--- src/rtl/meter_count_adder_if.sv ---
// Button, load-switch and decrement inputs plus the count/flag outputs of the
// meter count adder, bundled so the producer and consumer share one port.
interface meter_count_adder_if;
   logic [3:0]  btn;
   logic [1:0]  sw_load;
   logic        dec;
   logic [13:0] BCOUNT;
   logic        zero;
   logic        add_ack;

   modport master (
      output btn, sw_load, dec,
      input  BCOUNT, zero, add_ack
   );

   modport slave (
      input  btn, sw_load, dec,
      output BCOUNT, zero, add_ack
   );
endinterface

--- src/rtl/meter_count_adder.sv ---
// Saturating 0..9999 s time counter: synchronized, edge-detected add/load
// events with fixed priority, plus a per-cycle decrement strobe.
module meter_count_adder #(
   parameter int MAX_COUNT = 9999,
   parameter int ADD0      = 50,
   parameter int ADD1      = 150,
   parameter int ADD2      = 200,
   parameter int ADD3      = 500,
   parameter int LOAD0     = 10,
   parameter int LOAD1     = 205
) (
   input  logic              clk,
   input  logic              reset,
   meter_count_adder_if.slave bus
);

   localparam logic signed [14:0] MAX_S  = 15'(MAX_COUNT);
   localparam logic signed [14:0] ADD0_S = 15'(ADD0);
   localparam logic signed [14:0] ADD1_S = 15'(ADD1);
   localparam logic signed [14:0] ADD2_S = 15'(ADD2);
   localparam logic signed [14:0] ADD3_S = 15'(ADD3);

   // Bit order doubles as priority order: highest index wins.
   logic [5:0]         raw;
   logic [5:0]         sync_p0;
   logic [5:0]         sync_p1;
   logic [5:0]         prev_p2;
   logic [5:0]         rise;
   logic [13:0]        count_p2;
   logic [13:0]        count_nxt;
   logic               zero_p2;
   logic               add_ack_p2;
   logic               event_any;
   logic signed [14:0] cnt_s;
   logic signed [14:0] dec_s;

   function automatic logic [13:0] sat_count(input logic signed [14:0] v);
      if (v < 15'sd0)
         return 14'd0;
      if (v > MAX_S)
         return 14'(MAX_COUNT);
      return v[13:0];
   endfunction

   assign raw   = {bus.sw_load, bus.btn};
   assign rise  = sync_p1 & ~prev_p2;
   assign cnt_s = $signed({1'b0, count_p2});
   assign dec_s = $signed({14'd0, bus.dec});

   // Stage 2: single winning event, or the bare decrement, forms the next count.
   always_comb begin
      count_nxt = count_p2;
      event_any = 1'b1;
      if (rise[5])
         count_nxt = 14'(LOAD1);
      else if (rise[4])
         count_nxt = 14'(LOAD0);
      else if (rise[3])
         count_nxt = sat_count(cnt_s + ADD3_S - dec_s);
      else if (rise[2])
         count_nxt = sat_count(cnt_s + ADD2_S - dec_s);
      else if (rise[1])
         count_nxt = sat_count(cnt_s + ADD1_S - dec_s);
      else if (rise[0])
         count_nxt = sat_count(cnt_s + ADD0_S - dec_s);
      else begin
         event_any = 1'b0;
         count_nxt = sat_count(cnt_s - dec_s);
      end
   end

   always_ff @(posedge clk) begin
      if (reset) begin
         sync_p0    <= '0;
         sync_p1    <= '0;
         prev_p2    <= '0;
         count_p2   <= '0;
         zero_p2    <= 1'b1;
         add_ack_p2 <= 1'b0;
      end else begin
         // Stage 0/1: two-flop synchronizer; stage 2 keeps the previous sample.
         sync_p0    <= raw;
         sync_p1    <= sync_p0;
         prev_p2    <= sync_p1;
         count_p2   <= count_nxt;
         zero_p2    <= (count_nxt == 14'd0);
         add_ack_p2 <= event_any;
      end
   end

   assign bus.BCOUNT  = count_p2;
   assign bus.zero    = zero_p2;
   assign bus.add_ack = add_ack_p2;

endmodule
--- src/flat_wrapper.sv ---
// flat-port wrapper written by rule: the top's interface ports become plain ports
module meter_count_adder_flat 
#(
   parameter int MAX_COUNT = 9999,
   parameter int ADD0      = 50,
   parameter int ADD1      = 150,
   parameter int ADD2      = 200,
   parameter int ADD3      = 500,
   parameter int LOAD0     = 10,
   parameter int LOAD1     = 205
)
  (clk, reset, bus_btn, bus_sw_load, bus_dec, bus_BCOUNT, bus_zero, bus_add_ack);
  meter_count_adder_if bus_i ();
  input  logic clk;
  input  logic reset;
  input wire logic [$bits(bus_i.btn)-1:0] bus_btn;
  input wire logic [$bits(bus_i.sw_load)-1:0] bus_sw_load;
  input wire logic [$bits(bus_i.dec)-1:0] bus_dec;
  output wire logic [$bits(bus_i.BCOUNT)-1:0] bus_BCOUNT;
  output wire logic [$bits(bus_i.zero)-1:0] bus_zero;
  output wire logic [$bits(bus_i.add_ack)-1:0] bus_add_ack;
  assign bus_i.btn = bus_btn;
  assign bus_i.sw_load = bus_sw_load;
  assign bus_i.dec = bus_dec;
  assign bus_BCOUNT = bus_i.BCOUNT;
  assign bus_zero = bus_i.zero;
  assign bus_add_ack = bus_i.add_ack;
  meter_count_adder #(.MAX_COUNT(MAX_COUNT), .ADD0(ADD0), .ADD1(ADD1), .ADD2(ADD2), .ADD3(ADD3), .LOAD0(LOAD0), .LOAD1(LOAD1)) u_core (.clk(clk), .reset(reset), .bus(bus_i));
endmodule
--- config.mk ---
export PLATFORM = sky130hd
export DESIGN_NAME = meter_count_adder_flat
export DESIGN_NICKNAME = d
export VERILOG_FILES = /design/src/rtl/meter_count_adder_if.sv /design/src/rtl/meter_count_adder.sv /design/src/flat_wrapper.sv
export SDC_FILE = /design/constraint.sdc
export NUM_CORES = 1
export LEC_CHECK = 0
export CAP_MARGIN = 5
export CORE_MARGIN = 2
export CORE_UTILIZATION = 50
export CTS_CLUSTER_SIZE = 16
export DETAILED_ROUTE_END_ITERATION = 6
export PLACE_DENSITY = 0.68
export SETUP_SLACK_MARGIN = 0.5
export SYNTH_ARGS = -nofsm -noshare
export SYNTH_HDL_FRONTEND = slang
export SYNTH_SLANG_ARGS = --single-unit
--- constraint.sdc ---
create_clock -name clk -period 4.4 [get_ports clk]
set_input_delay 0.88 -clock clk [delete_from_list [all_inputs] [get_ports clk]]
set_output_delay 0.88 -clock clk [all_outputs]
set_load 0.05 [all_outputs]
; ---- After elaboration in Yosys (flattened, before gate mapping)
; Index checks and enable logic that the tools add are counted.
[word_totals]
output_inout_bits = 16
latch_bits = 0
register_bits = 34
ram_bits = 0
memories = 0
inputBits = 9
rom_bits = 0
[classes]
n_eq_ne = 0
add_sub_neg = 9
mul = 0
magnitude_cmp = 10
reduce_logical = 1
shift = 0
bitwise = 2
n_div = 0
n_mux = 95
[ops]
columns = cell, count
row1 = 2-to-1 mux 14 bit, 26
row2 = "> comparator 15 bit, second input constant", 5
row3 = "less-than comparator 15 x 1 -> 1 bit, second input constant", 5
row4 = 2-to-1 mux 1 bit, 69
row5 = subtractor 15 x 2 -> 15 bit, 4
row6 = "adder 14 x 8 -> 15 bit, second input constant", 2
row7 = "adder 14 x 6 -> 15 bit, second input constant", 1
row8 = "adder 14 x 9 -> 15 bit, second input constant", 1
row9 = subtractor 14 x 1 -> 15 bit, 1
row10 = zero test 14 bit, 1
row11 = bitwise AND 6 bit, 1
row12 = inverter 6 bit, 1

; ---- Depth between registers and ports, before layout
; Gate-level depths: netlist of run 1.
[depth]
ltp_word = 26
depth_mapped = 17
ltp_nobuf = 17

; ---- Worst setup path before layout of run 1
; Ideal clock, no wire load.
[synth_path]
kind = input -> register
start = input port bus_dec
end = register u_core.zero_p2 (netlist: u_core.bus.zero)
setup_ps = 116
arrival_ps = 4015
path_stages = 16
slack_ps = 269
required_ps = 4284
cell_sequence = ha_1 -> inv_1 -> ha_1 -> inv_1 -> fa_1 -> nand2b_1 -> a21bo_2 -> a221oi_1 -> nand2_1 -> a2111oi_2 -> nor2_1 -> a21o_1 -> a211o_1 -> o211ai_1 -> nor4_1 -> a41o_1
[synth_via]
elab_chain_cells = 19
[synth_lines]
columns = element, line
row1 = from (decl), flat_wrapper.sv:18  ; input wire logic [$bits(bus_i.dec)-1:0] bus_dec;
row2 = subtractor 15 x 2 -> 15 bit or subtractor 14 x 1 -> 15 bit (tied branches), "meter_count_adder.sv:65, meter_count_adder.sv:68"
row3 = > comparator 15 bit, meter_count_adder.sv:40  ; if (v > MAX_S)
row4 = 2-to-1 mux 1 bit (2 in series), meter_count_adder.sv:40
row5 = 2-to-1 mux 1 bit, meter_count_adder.sv:64  ; else if (rise[0])
row6 = 2-to-1 mux 1 bit, meter_count_adder.sv:62  ; else if (rise[1])
row7 = 2-to-1 mux 1 bit, meter_count_adder.sv:60  ; else if (rise[2])
row8 = 2-to-1 mux 1 bit, meter_count_adder.sv:58  ; else if (rise[3])
row9 = 2-to-1 mux 1 bit, meter_count_adder.sv:56  ; else if (rise[4])
row10 = [2 not listed], n/a
row11 = 2-to-1 mux 14 bit, meter_count_adder.sv:40
row12 = 2-to-1 mux 14 bit, meter_count_adder.sv:64
row13 = 2-to-1 mux 14 bit, meter_count_adder.sv:62
row14 = 2-to-1 mux 14 bit, meter_count_adder.sv:60
row15 = 2-to-1 mux 14 bit *, meter_count_adder.sv:58
row16 = 2-to-1 mux 14 bit *, meter_count_adder.sv:56
row17 = 2-to-1 mux 14 bit *, meter_count_adder.sv:54  ; if (rise[5])
row18 = zero test 14 bit *, meter_count_adder.sv:86  ; zero_p2 <= (count_nxt == 14'd0);
row19 = to (signal assigned), meter_count_adder.sv:86
row20 = to (decl), meter_count_adder.sv:31  ; logic zero_p2;
; Every way passes the cells marked *; elsewhere a longest branch is shown, timed or not. The select of a mux whose other input is x is not followed.
; A chain may end at the register's enable or synchronous reset.

; ---- Worst setup path in the final report of run 1
; Same ends and word-level chain as after synthesis.

==> impl_metrics.tcl, run 1 <==
set metrics [dict create \
    seq_area_frac_synth 0.129 \
    gp_congestion 1.13 \
    syn_to_final_growth_pct 37.7 \
    clkTransAtPathRegs_ps 60 \
    rr_worst_depth 14 \
    first_pass_iters 5 \
    worstReg2RegStart "u_core.bus.BCOUNT[7]" \
    cts_tree "yes" \
    vias 6773 \
    synth-async-reset-ratio 0 \
    period_share 0.917 \
    finClkSkew_ps 2.63 \
    synth_xor_area_frac 0.0583 \
    wl_mm 23.5 \
    syn_nets 778 \
    rsz0062_at_grt "yes" \
    syn_inst 711 \
    cp_max_fo 5 \
    max_freq_mhz 248 \
    start_kind "primary input" \
    drive_above_1_share 0.304 \
    timing.slew.headroom 0.179 \
    fin_nets 938 \
    place_hpwl_mm 18.1 \
    grt_use_met1 0.540 \
    num_io_pins 25 \
    synthFlopType "dfxtp_1" \
    htree_levels 2 \
    clockBufferDepth 2 \
    fp.dieW_um 107 \
    grt_pass1_vias 6367 \
    final-hold-violation-count 0 \
    synth_edf_count 0 \
    synth.mux.area_fraction 0.00190 \
    register_area_um2 689 \
    hold_class "reg -> reg" \
    antenna_found_initial 0 \
    synth_area_um2 5260 \
    numCtsBuffers 5 \
    met2_usage 0.646 \
    yosysWarnings 0 \
    first_iter_violations 1134 \
    tightest_slew_ps 1230 \
    synth_compound_area_frac 0.316 \
    synth-simple-area-share 0.309 \
    grt-ovfl-total 0 \
    drc_errors 0 \
    coreArea_um2 10300 \
    layout_commonest_cell "buf_4" \
    status "completed" \
    grt.total_usage 0.409 \
    placedInstanceArea_um2 6590 \
    mostFrequentLayoutCells "152 x buf_4, 62 x nor2_1, 55 x nand2_1" \
    cp.required_ps 4630 \
    die_h_um 107 \
    r2r_slack_ps 450 \
    placementRows 37 \
    holdPathStages 1 \
    viasPerCell 6.72 \
    rr_endpoint "u_core.bus.zero" \
    critical_path.startpoint "bus_dec" \
    synth_seq_cells 34 \
    cts_num_sinks 34 \
    wl_per_cell_um 23.3 \
    hold_end "u_core.sync_p1[2]" \
    grt_use_met3 0.0748 \
    drtAntennaViolNets 0 \
    arrival_ps 4260 \
    synth_top_family_by_area "compound AO/OA/AOI/OAI gates" \
    grt_max_degree 35 \
    setup_viol 0 \
    ys_types 92 \
    multiInputGateArea_um2 4750 \
    io_buffer_count 24 \
    path_class "in -> reg" \
    design_area_um2 7240 \
    avgSynthCellArea_um2 7.39 \
    period_needed_ps 4030 \
    fillers 874 \
    die-area_um2 11400 \
    grt_pass1_wl_mm 35.8 \
    slew_viol_final 0 \
    start_util 0.512 \
    insertion_delay_ps 300 \
    antennaDiodeCount 0 \
    synth_fa_ha_area_frac 0.141 \
    cts_root_buffer "clkbuf_8" \
    min_from "u_core.sync_p0[2]" \
    max_cap_violations 0 \
    hold_buffers 0 \
    top_usage_layer "met2" \
    end_kind "register" \
]
per-layer routing:
metal  routed length [um]  part of all wire
met5                    0                 0
met4                 1320             0.056
met3                 3130              0.13
met2                10200              0.43
met1                 8870              0.38
flip-flops by register name (all words and copies together), names as in the netlist:
name                count
u_core.bus.BCOUNT      14
u_core.bus.add_ack      1
u_core.bus.zero         1
u_core.prev_p2          6
u_core.sync_p0          6
u_core.sync_p1          6
synth_stat cells, types with 9 or more instances:
cell | n | share of area
nor3_1 | 15 | 0.014
nand2_1 | 57 | 0.041
o211ai_1 | 9 | 0.013
dfxtp_1 | 34 | 0.13
a31oi_1 | 13 | 0.015
ha_1 | 56 | 0.13
nor2b_1 | 40 | 0.048
nor2_1 | 65 | 0.046
clkbuf_1 | 14 | 0.010
o21a_1 | 9 | 0.013
o21ai_0 | 42 | 0.040
inv_1 | 30 | 0.021
nand2b_1 | 16 | 0.019
xnor2_1 | 31 | 0.052
nand3_1 | 19 | 0.018
a211oi_1 | 13 | 0.019
and3_1 | 11 | 0.013
a21oi_1 | 45 | 0.043
worst max-delay path by stage:
| stage | end | slack, ps | depth (start not counted) |
|---|---|---|---|
| floorplan | u_core.bus.zero | 510 | 16 |
| global placement | u_core.bus.zero | -730 | 17 |
| detailed placement | u_core.bus.zero | -800 | 17 |
| CTS | u_core.bus.zero | 470 | 15 |
| global route | u_core.bus.zero | 290 | 17 |
| finish | u_core.bus.zero | 370 | 17 |
cell families after synthesis:
group	after synthesis
buffers and inverters	57
and+or+nand+nor	295
AOI/OAI and AO/OA	231
muxes	1
DFF	34
adders and majority gates	58
xor gates and xnor gates	35
critical path: stages:
cell and delay (ps):
buf_8 100, ha_4 150, inv_4 70, ha_4 160, inv_4 50, ha_4 150
or2_4 260, o221a_4 280, o31ai_4 220, xnor2_2 150, nor4_4 430, o211ai_4 150
nor3b_2 200, nor4b_4 320, o221ai_2 150, nor4_2 300, a41o_1 220
area by class of cell:
type / instances / area share
timing repair buffer: 178 / 0.195
sequential: 34 / 0.0952
clock buffer: 6 / 0.0114
tap: 136 / 0.0235
clock inverter: 2 / 0.00173
inverter: 32 / 0.0178
multi-input combinational: 620 / 0.656
per-stage QoR:
step	hold WS, ps	util	setup WS [ps]	std cells	setup TNS (ps)
4_1_cts	445	0.688	469	999	0
2_1_floorplan	414	-	511	711	0
3_3_place_gp	419	0.641	-731	977	-4770
3_5_place_dp	429	0.641	-799	977	-5390
6_report	441	0.705	366	1008	0
5_1_grt	450	0.705	285	1008	0
timing repair:
action / in CTS / in global routing
pin swaps: 34 / 24
endpoints found under the hold margin: 0 / 0
cloned: 0 / 0
gates resized for setup: 60 / 28
buffers inserted: 14 / 9
endpoints found under the setup margin: 15 / 8
Power of run 1 is not shown: default switching activity piles up to over one toggle a cycle in this logic, so the estimate is an artifact.
==> inputs of run 2 (changes only) <==
--- a/config.mk
+++ b/config.mk
@@ -7,10 +7,10 @@
 export LEC_CHECK = 0
 export CAP_MARGIN = 5
 export CORE_MARGIN = 2
-export CORE_UTILIZATION = 50
+export CORE_UTILIZATION = 55
 export CTS_CLUSTER_SIZE = 16
 export DETAILED_ROUTE_END_ITERATION = 6
-export PLACE_DENSITY = 0.68
+export PLACE_DENSITY = 0.74
 export SETUP_SLACK_MARGIN = 0.5
 export SYNTH_ARGS = -nofsm -noshare
 export SYNTH_HDL_FRONTEND = slang
==> constraint.sdc (replaced) <==
create_clock -name clk -period 4.4 [get_ports clk]
set_input_delay 0.66 -clock clk [delete_from_list [all_inputs] [get_ports clk]]
set_output_delay 0.66 -clock clk [all_outputs]
set_load 0.05 [all_outputs]
==> impl_metrics.tcl, run 2 (synthesis gave the netlist of run 1 again) <==
set metrics [dict create \
    rsz0062_at_grt "yes" \
    vias 6833 \
    place_hpwl_mm 17.6 \
    timing.slew.headroom 0.211 \
    layout_commonest_cell "buf_4" \
    coreArea_um2 9240 \
    cp_max_fo 6 \
    path_class "reg -> reg" \
    status "completed" \
    antennaDiodeCount 0 \
    start_kind "register" \
    grt-ovfl-total 0 \
    cts_num_sinks 34 \
    hold_buffers 0 \
    die_h_um 102 \
    wl_per_cell_um 24.1 \
    end_kind "register" \
    htree_levels 2 \
    placedInstanceArea_um2 6400 \
    period_share 0.896 \
    num_io_pins 25 \
    viasPerCell 6.90 \
    grt_pass1_wl_mm 35.1 \
    multiInputGateArea_um2 4810 \
    finClkSkew_ps 4.65 \
    drc_errors 0 \
    register_area_um2 699 \
    crit_family "compound AO/OA/AOI/OAI gates" \
    cts_tree "yes" \
    placementRows 35 \
    final-hold-violation-count 0 \
    first_pass_iters 7 \
    fillers 634 \
    gp_congestion 1.09 \
    cp.required_ps 4620 \
    start_util 0.569 \
    first_iter_violations 828 \
    largest_reg_flops 14 \
    wl_mm 23.9 \
    grt_max_degree 35 \
    slowest_delay_ps 470 \
    arrival_ps 4160 \
    setup_viol 0 \
    hold_class "reg -> reg" \
    drive_above_1_share 0.316 \
    max_freq_mhz 254 \
    cts_root_buffer "clkbuf_8" \
    die-area_um2 10400 \
    period_needed_ps 3940 \
    drtAntennaViolNets 0 \
    numCtsBuffers 5 \
    tightest_slew_ps 1180 \
    max_cap_violations 0 \
    slowest_stage "nor3_1" \
    clkTransAtPathRegs_ps 70 \
    design_area_um2 7250 \
    insertion_delay_ps 290 \
    grt_pass1_vias 6405 \
    path_buf_inv 2 \
    mostFrequentLayoutCells "137 x buf_4, 62 x nor2_1, 53 x nand2_1" \
    io_buffer_count 24 \
    fp.dieW_um 102 \
    fin_nets 927 \
    grt.total_usage 0.448 \
    slew_viol_final 0 \
    syn_to_final_growth_pct 37.9 \
    antenna_found_initial 0 \
    crit_chain "inv_1, ha_1, and2_1, nor3_1, nor2_1, o41ai_2, a2111oi_4, buf_4, o31ai_2, a22o_1, o2bb2ai_2, o221ai_2, nor4_2, a41o_1" \
    clockBufferDepth 2 \
]
-- run 2: cell count changes in the layout (fill, tap and decap cells not counted), sizes merged --
cell / change
clkinvlp: +4
buf: -13
inv: -4
clkinv: +1
bufinv: +1
-- run 2: path summary, 6_finish.rpt --
path                   startpoint                 to  slack, ps  cells past startpoint
max          u_core.bus.BCOUNT[1]    u_core.bus.zero        460                     14
min             u_core.sync_p0[2]  u_core.sync_p1[2]        440                      1
max reg2reg  u_core.bus.BCOUNT[1]    u_core.bus.zero        460                     14
min reg2reg     u_core.sync_p0[2]  u_core.sync_p1[2]        440                      1
-- run 2: per-layer routing --
metal,vias up,part of all wire,GRT usage
met5,-,0,0
met4,0,0.076,0.266
met3,162,0.14,0.104
met2,619,0.42,0.687
met1,3106,0.36,0.570
li1,2946,-,-
-- run 2: cell type report --
class                   count  area share
repair inverters            1    0.000690
well taps                 129      0.0223
repair buffers            166       0.182
multi-input cells         620       0.664
clock buffers               5     0.00949
flip-flops and latches     34      0.0965
clock inverters             3     0.00552
inverters                  32      0.0195
-- run 2: per-stage QoR --
stage / setup TNS, ps / setup WS [ps] / hold WS (ps) / std cells / utilization
after global placement: -621 / -277 / 425 / 950 / 0.693
after global routing: 0 / 384 / 462 / 990 / 0.785
after floorplan: 0 / 547 / 414 / 711 / -
final: 0 / 457 / 435 / 990 / 0.785
after CTS: 0 / 533 / 439 / 971 / 0.745
after detailed placement: -1550 / -483 / 420 / 950 / 0.693
-- run 2: timing repair --
| action | in CTS | in global routing |
|---|---|---|
| cloned | 1 | 0 |
| resized for setup | 62 | 54 |
| buffers inserted | 12 | 19 |
| pin swaps | 24 | 20 |
| setup endpoints to repair | 13 | 6 |
Power of run 2 is left out for the same reason.
